## src/rtl/mem_arb_pkg.sv

```systemverilog
// Shared types and constants for the instruction/data memory arbiter.
//   state_t : arbiter FSM states (idle, waiting for read data)
//   owner_t : which requester owns the outstanding transaction
//   LDST_*  : LSU access size codes
package mem_arb_pkg;

    typedef enum logic {
        ST_IDLE,
        ST_WAIT
    } state_t;

    typedef enum logic {
        OWN_IF,
        OWN_LSU
    } owner_t;

    localparam logic [2:0] LDST_B  = 3'd0;
    localparam logic [2:0] LDST_H  = 3'd1;
    localparam logic [2:0] LDST_W  = 3'd2;
    localparam logic [2:0] LDST_BU = 3'd4;
    localparam logic [2:0] LDST_HU = 3'd5;

    // Latency counter holds MEM_LAT-1 (0..3); starvation counter holds 0..STARVE_LIM (max 7).
    localparam int unsigned LAT_W    = 2;
    localparam int unsigned STARVE_W = 3;

endpackage

```

## src/rtl/lsu_data_align.sv

```systemverilog
// Purely combinational LSU data alignment.
//   Request side : req_size_i/req_off_i/req_wdata_i -> be_o, wdata_o (lane-placed
//                  store data), misaligned_o (bad alignment or illegal size code).
//   Response side: rsp_size_i/rsp_off_i (latched at grant) and rsp_rdata_i (memory
//                  word) -> rdata_o (lane-selected, sign/zero-extended load data).
module lsu_data_align
    import mem_arb_pkg::*;
(
    input  logic [2:0]  req_size_i,
    input  logic [1:0]  req_off_i,
    input  logic [31:0] req_wdata_i,
    output logic [3:0]  be_o,
    output logic [31:0] wdata_o,
    output logic        misaligned_o,
    input  logic [2:0]  rsp_size_i,
    input  logic [1:0]  rsp_off_i,
    input  logic [31:0] rsp_rdata_i,
    output logic [31:0] rdata_o
);

    logic [7:0]  byte_sel;
    logic [15:0] half_sel;

    // NOTE: every output gets a default before the case, so no path leaves a
    // value unassigned and no latch is inferred.
    always_comb begin
        be_o         = 4'b0000;
        wdata_o      = 32'h0;
        misaligned_o = 1'b0;
        case (req_size_i)
            LDST_B, LDST_BU: begin
                be_o    = 4'b0001 << req_off_i;
                wdata_o = {4{req_wdata_i[7:0]}};
            end
            LDST_H, LDST_HU: begin
                be_o         = 4'b0011 << req_off_i;
                wdata_o      = {2{req_wdata_i[15:0]}};
                misaligned_o = req_off_i[0];
            end
            LDST_W: begin
                be_o         = 4'b1111;
                wdata_o      = req_wdata_i;
                misaligned_o = (req_off_i != 2'b00);
            end
            default: misaligned_o = 1'b1;
        endcase
    end

    // Halfword lane is chosen by offset bit 1 only; bit 0 is zero for legal halfwords.
    assign byte_sel = rsp_rdata_i[{rsp_off_i, 3'b000} +: 8];
    assign half_sel = rsp_rdata_i[{rsp_off_i[1], 4'b0000} +: 16];

    always_comb begin
        rdata_o = 32'h0;
        case (rsp_size_i)
            LDST_B:  rdata_o = {{24{byte_sel[7]}}, byte_sel};
            LDST_BU: rdata_o = {24'h0, byte_sel};
            LDST_H:  rdata_o = {{16{half_sel[15]}}, half_sel};
            LDST_HU: rdata_o = {16'h0, half_sel};
            LDST_W:  rdata_o = rsp_rdata_i;
            default: rdata_o = 32'h0;
        endcase
    end

endmodule

```

## src/rtl/mem_arbiter.sv

```systemverilog
// Single-port memory arbiter between instruction fetch and the LSU.
//   clk_i, rst_ni          : clock, asynchronous active-low reset
//   if_*                   : fetch request/grant/response (word reads only)
//   lsu_*                  : data request/grant/response with size, store data, error
//   mem_*                  : memory strobe, write, byte enables, word address, data
//   busy_o                 : a transaction is outstanding
// One transaction is outstanding at most. The LSU wins arbitration unless fetch has
// been denied STARVE_LIM times in a row. Read data returns MEM_LAT cycles after grant;
// a new grant may be issued in the response cycle.
module mem_arbiter
    import mem_arb_pkg::*;
#(
    parameter int unsigned MEM_LAT    = 1,
    parameter int unsigned STARVE_LIM = 3
) (
    input  logic        clk_i,
    input  logic        rst_ni,
    input  logic        if_req_i,
    input  logic [31:0] if_addr_i,
    output logic        if_gnt_o,
    output logic        if_rvalid_o,
    output logic [31:0] if_rdata_o,
    input  logic        lsu_req_i,
    input  logic        lsu_we_i,
    input  logic [2:0]  lsu_size_i,
    input  logic [31:0] lsu_addr_i,
    input  logic [31:0] lsu_wdata_i,
    output logic        lsu_gnt_o,
    output logic        lsu_rvalid_o,
    output logic        lsu_err_o,
    output logic [31:0] lsu_rdata_o,
    output logic        mem_req_o,
    output logic        mem_we_o,
    output logic [3:0]  mem_be_o,
    output logic [31:0] mem_addr_o,
    output logic [31:0] mem_wdata_o,
    input  logic [31:0] mem_rdata_i,
    output logic        busy_o
);

    localparam logic [LAT_W-1:0]    LAT_INIT   = LAT_W'(MEM_LAT - 1);
    localparam logic [STARVE_W-1:0] STARVE_MAX = STARVE_W'(STARVE_LIM);

    state_t              state_q,  state_d;
    owner_t              owner_q,  owner_d;
    logic [2:0]          size_q,   size_d;
    logic [1:0]          off_q,    off_d;
    logic                we_q,     we_d;
    logic                err_q,    err_d;
    logic [LAT_W-1:0]    lat_q,    lat_d;
    logic [STARVE_W-1:0] starve_q, starve_d;

    logic        rsp_cycle;
    logic        arb_en;
    logic        fetch_wins;
    logic        if_gnt;
    logic        lsu_gnt;
    logic        lsu_mem;
    logic [3:0]  lsu_be;
    logic [31:0] lsu_wdata_lane;
    logic        lsu_misaligned;
    logic [31:0] lsu_rdata_ext;

    lsu_data_align u_align (
        .req_size_i   (lsu_size_i),
        .req_off_i    (lsu_addr_i[1:0]),
        .req_wdata_i  (lsu_wdata_i),
        .be_o         (lsu_be),
        .wdata_o      (lsu_wdata_lane),
        .misaligned_o (lsu_misaligned),
        .rsp_size_i   (size_q),
        .rsp_off_i    (off_q),
        .rsp_rdata_i  (mem_rdata_i),
        .rdata_o      (lsu_rdata_ext)
    );

    // Arbitration happens in IDLE or in the response cycle. Gating with rst_ni keeps
    // the combinational grants low while reset is held.
    assign rsp_cycle  = (state_q == ST_WAIT) && (lat_q == '0);
    assign arb_en     = rst_ni && ((state_q == ST_IDLE) || rsp_cycle);
    assign fetch_wins = if_req_i && (!lsu_req_i || (starve_q == STARVE_MAX));
    assign if_gnt     = arb_en && fetch_wins;
    assign lsu_gnt    = arb_en && lsu_req_i && !fetch_wins;
    // A misaligned or illegal LSU access is granted but never reaches memory.
    assign lsu_mem    = lsu_gnt && !lsu_misaligned;

    always_comb begin
        state_d  = state_q;
        owner_d  = owner_q;
        size_d   = size_q;
        off_d    = off_q;
        we_d     = we_q;
        err_d    = err_q;
        lat_d    = lat_q;
        starve_d = starve_q;

        if (state_q == ST_WAIT) begin
            if (lat_q != '0) lat_d   = lat_q - LAT_W'(1);
            else             state_d = ST_IDLE;
        end

        if (if_gnt) begin
            state_d = ST_WAIT;
            owner_d = OWN_IF;
            size_d  = LDST_W;
            off_d   = 2'b00;
            we_d    = 1'b0;
            err_d   = 1'b0;
            lat_d   = LAT_INIT;
        end else if (lsu_gnt) begin
            state_d = ST_WAIT;
            owner_d = OWN_LSU;
            size_d  = lsu_size_i;
            off_d   = lsu_addr_i[1:0];
            we_d    = lsu_we_i;
            err_d   = lsu_misaligned;
            // Error responses come back on the very next cycle regardless of MEM_LAT.
            lat_d   = lsu_misaligned ? '0 : LAT_INIT;
        end

        // An error grant leaves the starvation count untouched.
        if (if_gnt)
            starve_d = '0;
        else if (arb_en && if_req_i && !(lsu_gnt && lsu_misaligned) &&
                 (starve_q != STARVE_MAX))
            starve_d = starve_q + STARVE_W'(1);
    end

    // NOTE: the latched transaction fields are reset along with the state, so no
    // stale owner, size or error flag can shape an output after reset.
    always_ff @(posedge clk_i or negedge rst_ni) begin
        if (!rst_ni) begin
            state_q  <= ST_IDLE;
            owner_q  <= OWN_IF;
            size_q   <= LDST_B;
            off_q    <= 2'b00;
            we_q     <= 1'b0;
            err_q    <= 1'b0;
            lat_q    <= '0;
            starve_q <= '0;
        end else begin
            // NOTE: non-blocking assignments so every register samples pre-edge values.
            state_q  <= state_d;
            owner_q  <= owner_d;
            size_q   <= size_d;
            off_q    <= off_d;
            we_q     <= we_d;
            err_q    <= err_d;
            lat_q    <= lat_d;
            starve_q <= starve_d;
        end
    end

    assign if_gnt_o     = if_gnt;
    assign lsu_gnt_o    = lsu_gnt;
    assign if_rvalid_o  = rsp_cycle && (owner_q == OWN_IF);
    assign lsu_rvalid_o = rsp_cycle && (owner_q == OWN_LSU);
    assign if_rdata_o   = if_rvalid_o ? mem_rdata_i : 32'h0;
    assign lsu_err_o    = lsu_rvalid_o && err_q;
    assign lsu_rdata_o  = (lsu_rvalid_o && !we_q && !err_q) ? lsu_rdata_ext : 32'h0;

    assign mem_req_o   = if_gnt || lsu_mem;
    assign mem_we_o    = lsu_mem && lsu_we_i;
    assign mem_be_o    = if_gnt ? 4'b1111 : (lsu_mem ? lsu_be : 4'b0000);
    assign mem_addr_o  = if_gnt  ? (if_addr_i  & 32'hFFFF_FFFC) :
                         lsu_mem ? (lsu_addr_i & 32'hFFFF_FFFC) : 32'h0;
    assign mem_wdata_o = (lsu_mem && lsu_we_i) ? lsu_wdata_lane : 32'h0;

    assign busy_o = (state_q == ST_WAIT);

endmodule

```

## config.mk

```make
export PLATFORM = sky130hd
export DESIGN_NAME = mem_arbiter
export DESIGN_NICKNAME = d
export VERILOG_FILES = /design/src/rtl/mem_arb_pkg.sv /design/src/rtl/lsu_data_align.sv /design/src/rtl/mem_arbiter.sv
export SDC_FILE = /design/constraint.sdc
export NUM_CORES = 1
export LEC_CHECK = 0
export BUFFER_PORTS_ARGS = -buffer_cell sky130_fd_sc_hd__buf_4
export CORE_AREA = 2 2 107 109
export CTS_BUF_LIST = sky130_fd_sc_hd__clkbuf_16
export CTS_CLUSTER_DIAMETER = 30
export CTS_CLUSTER_SIZE = 8
export DETAILED_ROUTE_END_ITERATION = 8
export DIE_AREA = 0 0 109 111
export PLACE_DENSITY = 0.7
export SYNTH_ARGS = -nofsm -noshare
export SYNTH_HDL_FRONTEND = slang
export SYNTH_HIERARCHICAL = 1
export SYNTH_SLANG_ARGS = --single-unit
```

## constraint.sdc

```tcl
create_clock -name clk_i -period 2.3 [get_ports clk_i]
set_clock_uncertainty 0.05 [all_clocks]
set_input_delay 0.23 -clock clk_i [delete_from_list [all_inputs] [get_ports clk_i]]
set_output_delay 0.23 -clock clk_i [all_outputs]
set_load 0.01 [all_outputs]
```

# ---- Yosys cells after proc, flatten, opt, wreduce, memory -nomap -nowiden
# Cells that the tools add are included.
dict set report word_totals {
  regBits 14
  inputBits 136
  elab_cells 95
  out_inout_bits 140
}
dict set report op_classes {
  n_eq_ne 10
  addsub 2
  bitwise_logic 2
  mux 31
  n_shift 4
  n_reduce_logical 38
}
# operator n
set op_table {}
lappend op_table {{two-way mux 32 bit} 5}
lappend op_table {{case mux 32 bit (5 select lines)} 1}
lappend op_table {{case mux 32 bit (3 select lines)} 1}
lappend op_table {{indexed part select 32 x 6 -> 16 bit} 1}
lappend op_table {{indexed part select 32 x 6 -> 8 bit} 1}
lappend op_table {{logical AND 1 bit} 17}
lappend op_table {{== test 3 bit, second input constant} 4}
lappend op_table {{two-way mux 2 bit} 6}
lappend op_table {{two-way mux 3 bit} 4}
lappend op_table {{case mux 4 bit (3 select lines)} 1}
lappend op_table {{two-way mux 1 bit} 10}
lappend op_table {{== test 3 x 2 -> 1 bit, second input constant} 3}
lappend op_table {{two-way mux 4 bit} 2}
lappend op_table {{nonzero test 2 bit} 4}
lappend op_table {{== test 3 x 1 -> 1 bit, second input constant} 2}
lappend op_table {{zero test 1 bit} 6}
lappend op_table {{zero test 3 bit} 2}
lappend op_table {{nonzero test 3 bit} 2}
lappend op_table {{OR reduction 2 bit} 2}
lappend op_table {{left shift 1 x 2 -> 4 bit, first input constant} 1}
lappend op_table {{left shift 2 x 2 -> 4 bit, first input constant} 1}
lappend op_table {{adder 3 x 1 -> 3 bit, second input constant} 1}
lappend op_table {{logical OR 1 bit} 3}
lappend op_table {{inequality test 3 x 2 -> 1 bit, second input constant} 1}
lappend op_table {{other kinds (5)} 6}

# ---- Logic depth before layout (Yosys ltp)
# Gate-level depths: netlist of the first run.
dict set report logic_depth {
  word_depth 12
  ltp_mapped 8
  mapped_depth_nobuf 5
}

# ---- Cells and area by module
# Netlist of the first run, hierarchy kept.
# mod seq_area_each_um2 n_inst area_each_um2 cells_each
set modules_own_cells {}
lappend modules_own_cells {mem_arbiter 350.3 1 1719.1 211}
lappend modules_own_cells {lsu_data_align 0.0 1 1395.1 206}

# ---- Least setup slack after synthesis of the first run
# OpenSTA, ideal clock, no wires.
dict set report synth_path {
  kind {reg-to-output}
  startpoint {register starve_q[0]}
  endpoint {output port mem_addr_o[10]}
  path_stages_with_launch 6
  path_slack_ns 0.314
  t_required_ns 2.020
  path_buffers 1
  t_arrival_ns 1.706
  cell_sequence {dfrtp_1 -> ha_1 -> ha_1 -> a2111oi_4 -> buf_6 -> a22o_1}
}
dict set report synth_between {
  elab_chain_len 8
  word_cells_on_any_way 9
  classes_between {eq/ne (1); mux (2); reduce/logical (6)}
}
# element line_no
set synth_rtl {}
lappend synth_rtl {{from (decl)} mem_arbiter.sv:51} ;# logic [STARVE_W-1:0] starve_q, starve_d;
lappend synth_rtl {{from (signal assigned)} mem_arbiter.sv:150} ;# starve_q <= starve_d;
lappend synth_rtl {{== test 3 x 2 -> 1 bit (*)} mem_arbiter.sv:81} ;# assign fetch_wins = if_req_i && (!lsu_req_i || (starve_q == STARVE_MAX));
lappend synth_rtl {{logical OR 1 bit (*)} mem_arbiter.sv:81}
lappend synth_rtl {{logical AND 1 bit (*)} mem_arbiter.sv:81}
lappend synth_rtl {{zero test 1 bit} mem_arbiter.sv:83} ;# assign lsu_gnt = arb_en && lsu_req_i && !fetch_wins;
lappend synth_rtl {{logical AND 1 bit} mem_arbiter.sv:83}
lappend synth_rtl {{logical AND 1 bit} mem_arbiter.sv:85} ;# assign lsu_mem = lsu_gnt && !lsu_misaligned;
lappend synth_rtl {{two-way mux 32 bit} mem_arbiter.sv:166} ;# lsu_mem ? (lsu_addr_i & 32'hFFFF_FFFC) : 32'h0;
lappend synth_rtl {{two-way mux 32 bit (*)} mem_arbiter.sv:165} ;# assign mem_addr_o = if_gnt ? (if_addr_i & 32'hFFFF_FFFC) :
lappend synth_rtl {{to (decl)} mem_arbiter.sv:35} ;# output logic [31:0] mem_addr_o,
# Every way passes the cells marked *; elsewhere a longest branch is shown, timed or not.

# ---- Worst setup path in the final report of the first run
dict set report layout_path {
  startpoint {register starve_q[1]}
  endpoint {output port mem_addr_o[5]}
}
# The elaborated chain is that of the path after synthesis.

==> results.txt, run 1 <==
----------------------------------------------------
[Status]
  Run status ... finished, violations left
  Failing checks ... setup timing

[Floorplanning]
  Initial Util ... 28.1%
  Die W ... 109 um
  Die outline area ... 0.0121 mm^2
  Die height ... 111 um
  Placeable core region ... 0.0111 mm^2
  Num ports ... 276
  Site Rows ... 39

[Global routing]
  Largest net degree at the start of global routing ... 34
  Vias in the first global route ... 4100
  Initial antenna violation count ... 1
  Global-route wire length before repair ... 21.5 mm
  GRT Resource Usage Total ... 22.4%
  GR Overflow Total ... 0

[Synthesis]
  Netlist area before placement ... 0.00311 mm^2
  Count of different cell masters after synthesis ... 46
  Top-area cell type share of the netlist area ... 21.5%
  Cell with the most instances after synthesis ... and2_1
  Number of synthesized register bits ... 14
  Number of flops mapped to enable cells by yosys ... 0
  Proportion of register bits with asynchronous set or reset after synthesis ... 100%
  Synth Instances ... 417
  Average cell area after synthesis ... 7.47 um^2
  Prevailing post-synth register cell ... dfrtp_1
  Area leader, netlist ... and2_1
  Portion of the post-synthesis area used by sequential elements ... 11.2%
  Count of yosys warnings during synthesis ... 6
  Area contributors post-synth ... and2_1, dfrtp_1, a22o_1
  Top cells by instance count after synthesis ... and2_1, a22o_1, a21oi_1, a21o_1

[Routing]
  Vias ... 4411
  Number of DRC violations after detailed-routing iteration 0 ... 211
  Antenna Nets Post-Route ... 0
  Number of design rule violations left after detail routing ... 0
  Mean routed wirelength per cell ... 18.4 um
  Via count normalized by instance count ... 5.21
  Detailed-router iteration count before antenna repair ... 4
  Final WL ... 15.6 mm

[Clock network]
  Number of buffers created by CTS ... 3
  CTS tree ... yes
  Master cell of the clock root buffer ... clkbuf_16
  Clock Pin Slew Worst Setup and Hold Paths ... 0.04 ns
  Number of levels the H-tree was split into ... 1
  Clk Latency, worst-skew pair ... 0.24 ns
  Clock sinks ... 14
  Maximum number of buffers from clock root to sink ... 2

[Placement]
  Placed standard-cell area ... 0.00535 mm^2
  Final RePlAce weighted congestion ... 0.875
  Placed Cells ... 820
  PortBufs ... 271
  Detailed placement HPWL ... 11.7 mm

[Setup path]
  Data arrival at the endpoint of the critical path ... 2.05 ns
  Critical path endpoint category ... primary output
  Worst Reg-to-Reg Cells ... 7
  Kind of start point of the critical path ... flip-flop
  Chain of cells forming the critical path ... ha_2 > ha_4 > buf_6 > a2111oi_4 > buf_4 > clkbuf_16 > a22o_1 > buf_4
  Worst reg-to-reg setup slack ... 0.23 ns
  Slowest stage cell on the critical path ... dfrtp_1
  Required time of the critical path ... 2.02 ns
  Critical Path Stages ... 8
  Most common cell type on the critical path ... buf_4
  Worst path bufs/invs ... 4
  Highest cell delay on the worst timing path ... 0.37 ns
  Worst setup path category ... flip-flop to primary output
  Cell class contributing the biggest share of worst-path delay ... buffers and inverters
  Crit Path Max Fanout ... 8

[Final layout]
  Post-route standard cell area excluding fillers ... 0.00603 mm^2
  Sequential Area ... 350 um^2
  Layout cells sized above 1 ... 55.8%
  Signed area change from the synthesized netlist to the final layout ... 93.8%
  Layout Cells excl Fill ... 846
  Number of inserted filler cells in the final layout ... 1023
  Combined area of the multi-input logic cells ... 0.00262 mm^2
  Final-stage net count ... 842

[STA]
  Final hold violations ... 0
  Sum Neg Setup Slack ... -0.271 ns
  Time the worst path needs with I/O delays and setup ... 2.33 ns
  Count of final max-slew check failures ... 0
  Minimum setup slack in the final design ... -0.0251 ns
  Slew @ Worst Pin ... 0.642 ns
  Relative slew slack ... 57.0%
  Count of final setup violators ... 27
  Setup repair after global routing missed its margin ... yes
  Maximum operating frequency ... 430 MHz
  Final worst path period share ... 101%

[Worst hold path]
  Worst min-delay path class ... input pin to flip-flop
  Worst hold path cell count ... 2

[Run]
  Number of maximum-capacitance violations ... 0

[Pwr]
  Power Dens Cells ... 643 mW/mm^2
  Leakage Power ... 0.00317 uW
  Peak supply drop ... 0.399 mV

----------------------------------------------------
## placed cells by master, fill, tap and decap left out, types with 4 or more instances in the layout
cell	netlist	layout
nor2_1	14	14
a22o_1	36	36
nand2_1	18	18
dfrtp_1	14	14
and2_4	0	31
and2_1	107	76
a22oi_1	17	17
a21o_1	20	20
mux2i_1	16	16
clkbuf_16	0	8
a21oi_1	22	21
a211oi_1	17	17
mux2_2	14	14
buf_4	4	263
nand2b_1	4	4
inv_1	18	16
o21ai_0	12	12
buf_6	7	46
o22ai_1	9	9
## cell families after synthesis
family          after synthesis  synth area share [%]
fa+ha+maj                     3                  1.21
xor+xnor                      1                 0.281
buf+inv                      59                  9.84
simple gates                160                  30.1
compound gates              147                  36.0
mux                          32                  11.2
flops                        14                  11.2
other cells                   1                 0.120
## registers in the layout, indices dropped and copies added, names as in the netlist
| name | flops |
|---|---|
| size_q | 3 |
| err_q | 1 |
| off_q | 2 |
| busy_o | 1 |
| lat_q | 2 |
| we_q | 1 |
| starve_q | 3 |
| owner_q | 1 |
## routing by layer
metal | part of all wire [%] | GRT usage (%) | routed length, um
met1 | 34 | 23.1 | 5360
met5 | 0 | 0 | 0
met3 | 9.3 | 4.35 | 1450
met2 | 53 | 42.9 | 8230
met4 | 3.5 | 8.46 | 550
## worst reg2reg max path: cells and delay by family, from the launching register on
kind,cells,cell delay [ns]
and+or+nand+nor,2,0.37
DFF,1,0.37
buffers and inverters,2,0.31
adders and majority gates,2,0.36
AOI/OAI and AO/OA,1,0.43
## layout make-up
cell class              instances  share of cell area (%)
clock inverters                 1                  0.0622
clock buffers                   3                    1.24
flip-flops and latches         14                    5.81
well taps                     143                    2.96
inverters                      18                    1.12
multi-input cells             346                    43.4
diodes                          1                  0.0415
repair buffers                320                    45.4
## power breakdown
part	switching [uW]	total [uW]	internal [uW]	leakage [uW]
combinational	1520	3110	1590	0.00295
clock	89.4	318	229	0.0000385
sequential	102	452	349	0.000176
## stage by stage
| step | hold WS (ns) | worst slack, ns | total power [uW] | util (%) |
|---|---|---|---|---|
| floorplan | -0.116 | 0.314 | 2140 | - |
| global placement | 0.147 | -0.144 | 3140 | 48.3 |
| detailed placement | 0.149 | -0.181 | 3200 | 48.3 |
| CTS | 0.184 | -0.0324 | 3660 | 50.5 |
| global route | 0.186 | -0.0964 | 4140 | 54.5 |
| finish | 0.188 | -0.0251 | 3880 | 54.5 |
## worst paths after layout
kind | start | to
max | starve_q[1]$_DFFE_PN0P_ | mem_addr_o[5]
min | lsu_we_i | we_q$_DFFE_PN0P_
max reg2reg | starve_q[1]$_DFFE_PN0P_ | lat_q[1]$_DFFE_PN0P_
min reg2reg | owner_q$_DFFE_PN0P_ | owner_q$_DFFE_PN0P_
max in group asynchronous | rst_ni | owner_q$_DFFE_PN0P_
min in group asynchronous | rst_ni | size_q[1]$_DFFE_PN0P_
## what timing repair did
action	4_1_cts	5_1_grt
gates resized for setup	14	86
buffers inserted	7	3
endpoints found under the setup margin	70	99
gates cloned	3	9
hold buffers	1	0
pin swaps	8	28
hold endpoints to repair	14	0
No activity file was read; power rests on OpenSTA's default activity.
==> run 2, diff against run 1 <==
==> constraint.sdc (replaced) <==
create_clock -name clk_i -period 2.3 [get_ports clk_i]
set_clock_uncertainty 0.05 [all_clocks]
set_input_delay 0.69 -clock clk_i [delete_from_list [all_inputs] [get_ports clk_i]]
set_output_delay 0.69 -clock clk_i [all_outputs]
set_load 0.01 [all_outputs]
==> results.txt, run 2 (synthesis results as in run 1) <==
----------------------------------------------------
[Clock network]
  Clock sinks ... 14 (unchanged)
  CTS tree ... yes
  Post-cts hold buffer count ... 0 (-1)
  Clock Pin Slew Worst Setup and Hold Paths ... 0.05 ns (about the same)
  Number of levels the H-tree was split into ... 1 (unchanged)
  Master cell of the clock root buffer ... clkbuf_16
  Maximum number of buffers from clock root to sink ... 2 (unchanged)
  Clk Latency, worst-skew pair ... 0.24 ns (about the same)
  Number of buffers created by CTS ... 3 (unchanged)

[STA]
  Final worst path period share ... 117% (+16 points)
  Final hold violations ... 0 (unchanged)
  Sum Neg Setup Slack ... -36.60 ns (-36.33 ns)
  Maximum operating frequency ... 370 MHz (-14%)
  Setup repair after global routing missed its margin ... yes
  Count of final setup violators ... 134 (+400%)
  Time the worst path needs with I/O delays and setup ... 2.70 ns (+0.376 ns)
  Minimum setup slack in the final design ... -0.402 ns (-0.376 ns)
  Count of final max-slew check failures ... 0 (unchanged)

[Final layout]
  Number of inserted filler cells in the final layout ... 896 (-12%)
  Layout cells sized above 1 ... 68.0% (+12 points)
  Registers with the most flip-flops ... size_q: 3 flops, starve_q: 3 flops
  Final-stage net count ... 892 (+5.9%)
  Commonest non-fill, non-tap cells in the layout ... buf_4, buf_6, and2_4, and2_1, a22o_1
  Post-route standard cell area excluding fillers ... 0.00694 mm^2 (+15%)
  Most common cell after layout, fill and taps aside ... buf_4
  Combined area of the multi-input logic cells ... 0.00286 mm^2 (+9.1%)
  Sequential Area ... 352 um^2 (+0.36%)
  Layout Cells excl Fill ... 895 (+5.8%)
  Signed area change from the synthesized netlist to the final layout ... 123%
  Antenna diodes ... 0 (-1)

[Placement]
  Placed Cells ... 868 (+5.9%)
  Placed standard-cell area ... 0.00595 mm^2 (+11%)
  Detailed placement HPWL ... 11.7 mm (+0.23%)
  Final RePlAce weighted congestion ... 0.873 (-0.21%)
  PortBufs ... 271 (unchanged)

[Routing]
  Via count normalized by instance count ... 5.39 (+3.3%)
  Mean routed wirelength per cell ... 19.5 um (+5.9%)
  Detailed-router iteration count before antenna repair ... 5 (+1)
  Final WL ... 17.5 mm (+12%)
  Number of DRC violations after detailed-routing iteration 0 ... 317 (+50%)
  Vias ... 4821 (+9.3%)
  Antenna Nets Post-Route ... 0 (unchanged)
  Number of design rule violations left after detail routing ... 0 (unchanged)

[Worst hold path]
  Worst min-delay path class ... input pin to async pin

[Global routing]
  GR Overflow Total ... 0 (unchanged)
  Global-route wire length before repair ... 22.9 mm (+6.5%)
  Vias in the first global route ... 4597 (+12%)
  Largest net degree at the start of global routing ... 37 (+8.8%)
  Initial antenna violation count ... 0 (-1)
  GRT Resource Usage Total ... 23.6% (+1.2 points)

[Floorplanning]
  Num ports ... 276 (unchanged)
  Die outline area ... 0.0121 mm^2 (unchanged)
  Die W ... 109 um (unchanged)
  Initial Util ... 28.1% (unchanged)
  Site Rows ... 39 (unchanged)
  Die height ... 111 um (unchanged)
  Placeable core region ... 0.0111 mm^2 (unchanged)

[Setup path]
  Worst R2R Start ... starve_q[1]$_DFFE_PN0P_
  Worst Reg-to-Reg Cells ... 6 (-1)
  Kind of start point of the critical path ... flip-flop
  Crit Reg-Reg Endpoint ... starve_q[2]$_DFFE_PN0P_
  Chain of cells forming the critical path ... ha_2 > ha_4 > buf_12 > a2111oi_4 > buf_12 > and2_1 > buf_4
  Critical path endpoint category ... primary output
  Worst reg-to-reg setup slack ... 0.36 ns (+0.13 ns)
  Critical Path Source ... starve_q[1]$_DFFE_PN0P_
  Slowest stage cell on the critical path ... dfrtp_1
  Data arrival at the endpoint of the critical path ... 1.96 ns (-0.09 ns)
  Highest cell delay on the worst timing path ... 0.38 ns (about the same)
  Required time of the critical path ... 1.56 ns (-0.46 ns)
  Worst setup path category ... flip-flop to primary output
  Most common cell type on the critical path ... buf_12
  Crit Path Max Fanout ... 33 (+25)

[Pwr]
  Peak supply drop ... 0.538 mV (+35%)
  Leakage Power ... 0.00359 uW (+13%)
  Power Dens Cells ... 723 mW/mm^2 (+13%)

[Status]
  Failing checks ... setup timing
  Run status ... finished, violations left

[Run]
  Number of maximum-capacitance violations ... 0 (unchanged)

----------------------------------------------------
[run 2: area by class of cell]
class	count	area share, %
clock buffer	3	1.08
clock inverter	1	0.0541
inverter	18	0.974
multi-input combinational	345	41.2
sequential	14	5.07
tap	143	2.58
timing repair buffer	371	49.1
[run 2: where the power goes]
group | internal (uW) | leakage, uW | switching, uW | total (uW)
Sequential | 351 | 0.000175 | 120 | 471
Clock | 230 | 0.0000385 | 98.8 | 329
Combinational | 2290 | 0.00338 | 1930 | 4220
[run 2: critical path, delay by kind of cell, from the launching register on]
family,cells,cell delay (ns)
fa+ha+maj,2,0.38
simple gates,1,0.15
flops,1,0.38
buf+inv,3,0.46
compound gates,1,0.33
[run 2: metrics by stage]
| step | setup WS [ns] | hold slack [ns] | util (%) | total power (uW) |
|---|---|---|---|---|
| final | -0.402 | 0.309 | 62.6 | 5020 |
| after global placement | -0.382 | 0.454 | 53.7 | 3540 |
| after floorplan | -0.284 | 0.344 | - | 2330 |
| after detailed placement | -0.428 | 0.457 | 53.7 | 3610 |
| after global routing | -0.487 | 0.309 | 62.6 | 5280 |
| after CTS | -0.425 | 0.309 | 59.0 | 4510 |
[run 2: what timing repair did]
item,CTS,global route
pin swaps,9,48
buffers inserted,13,4
hold endpoints to repair,0,0
endpoints found under the setup margin,134,136
resized for setup,73,106
gates cloned,7,6
[run 2: worst max path at each step]
| stage | endpoint | slack, ns | cells past startpoint |
|---|---|---|---|
| 3_3_place_gp | mem_wdata_o[19] | -0.38 | 8 |
| 6_report | mem_wdata_o[15] | -0.40 | 7 |
| 3_5_place_dp | mem_wdata_o[15] | -0.43 | 8 |
| 5_1_grt | mem_wdata_o[28] | -0.49 | 7 |
| 4_1_cts | mem_addr_o[28] | -0.43 | 7 |
| 2_1_floorplan | mem_wdata_o[0] | -0.28 | 7 |
[run 2: routing by layer]
metal  routed length, um  part of all wire (%)  track usage (%)  vias up
met2                9340                    53             46.3      322
met3                1420                   8.1             2.41       71
met1                5880                    34             24.5     2264
met4                 825                   4.7             9.83        0
li1                    -                     -                -     2164
met5                   0                     0                0        -
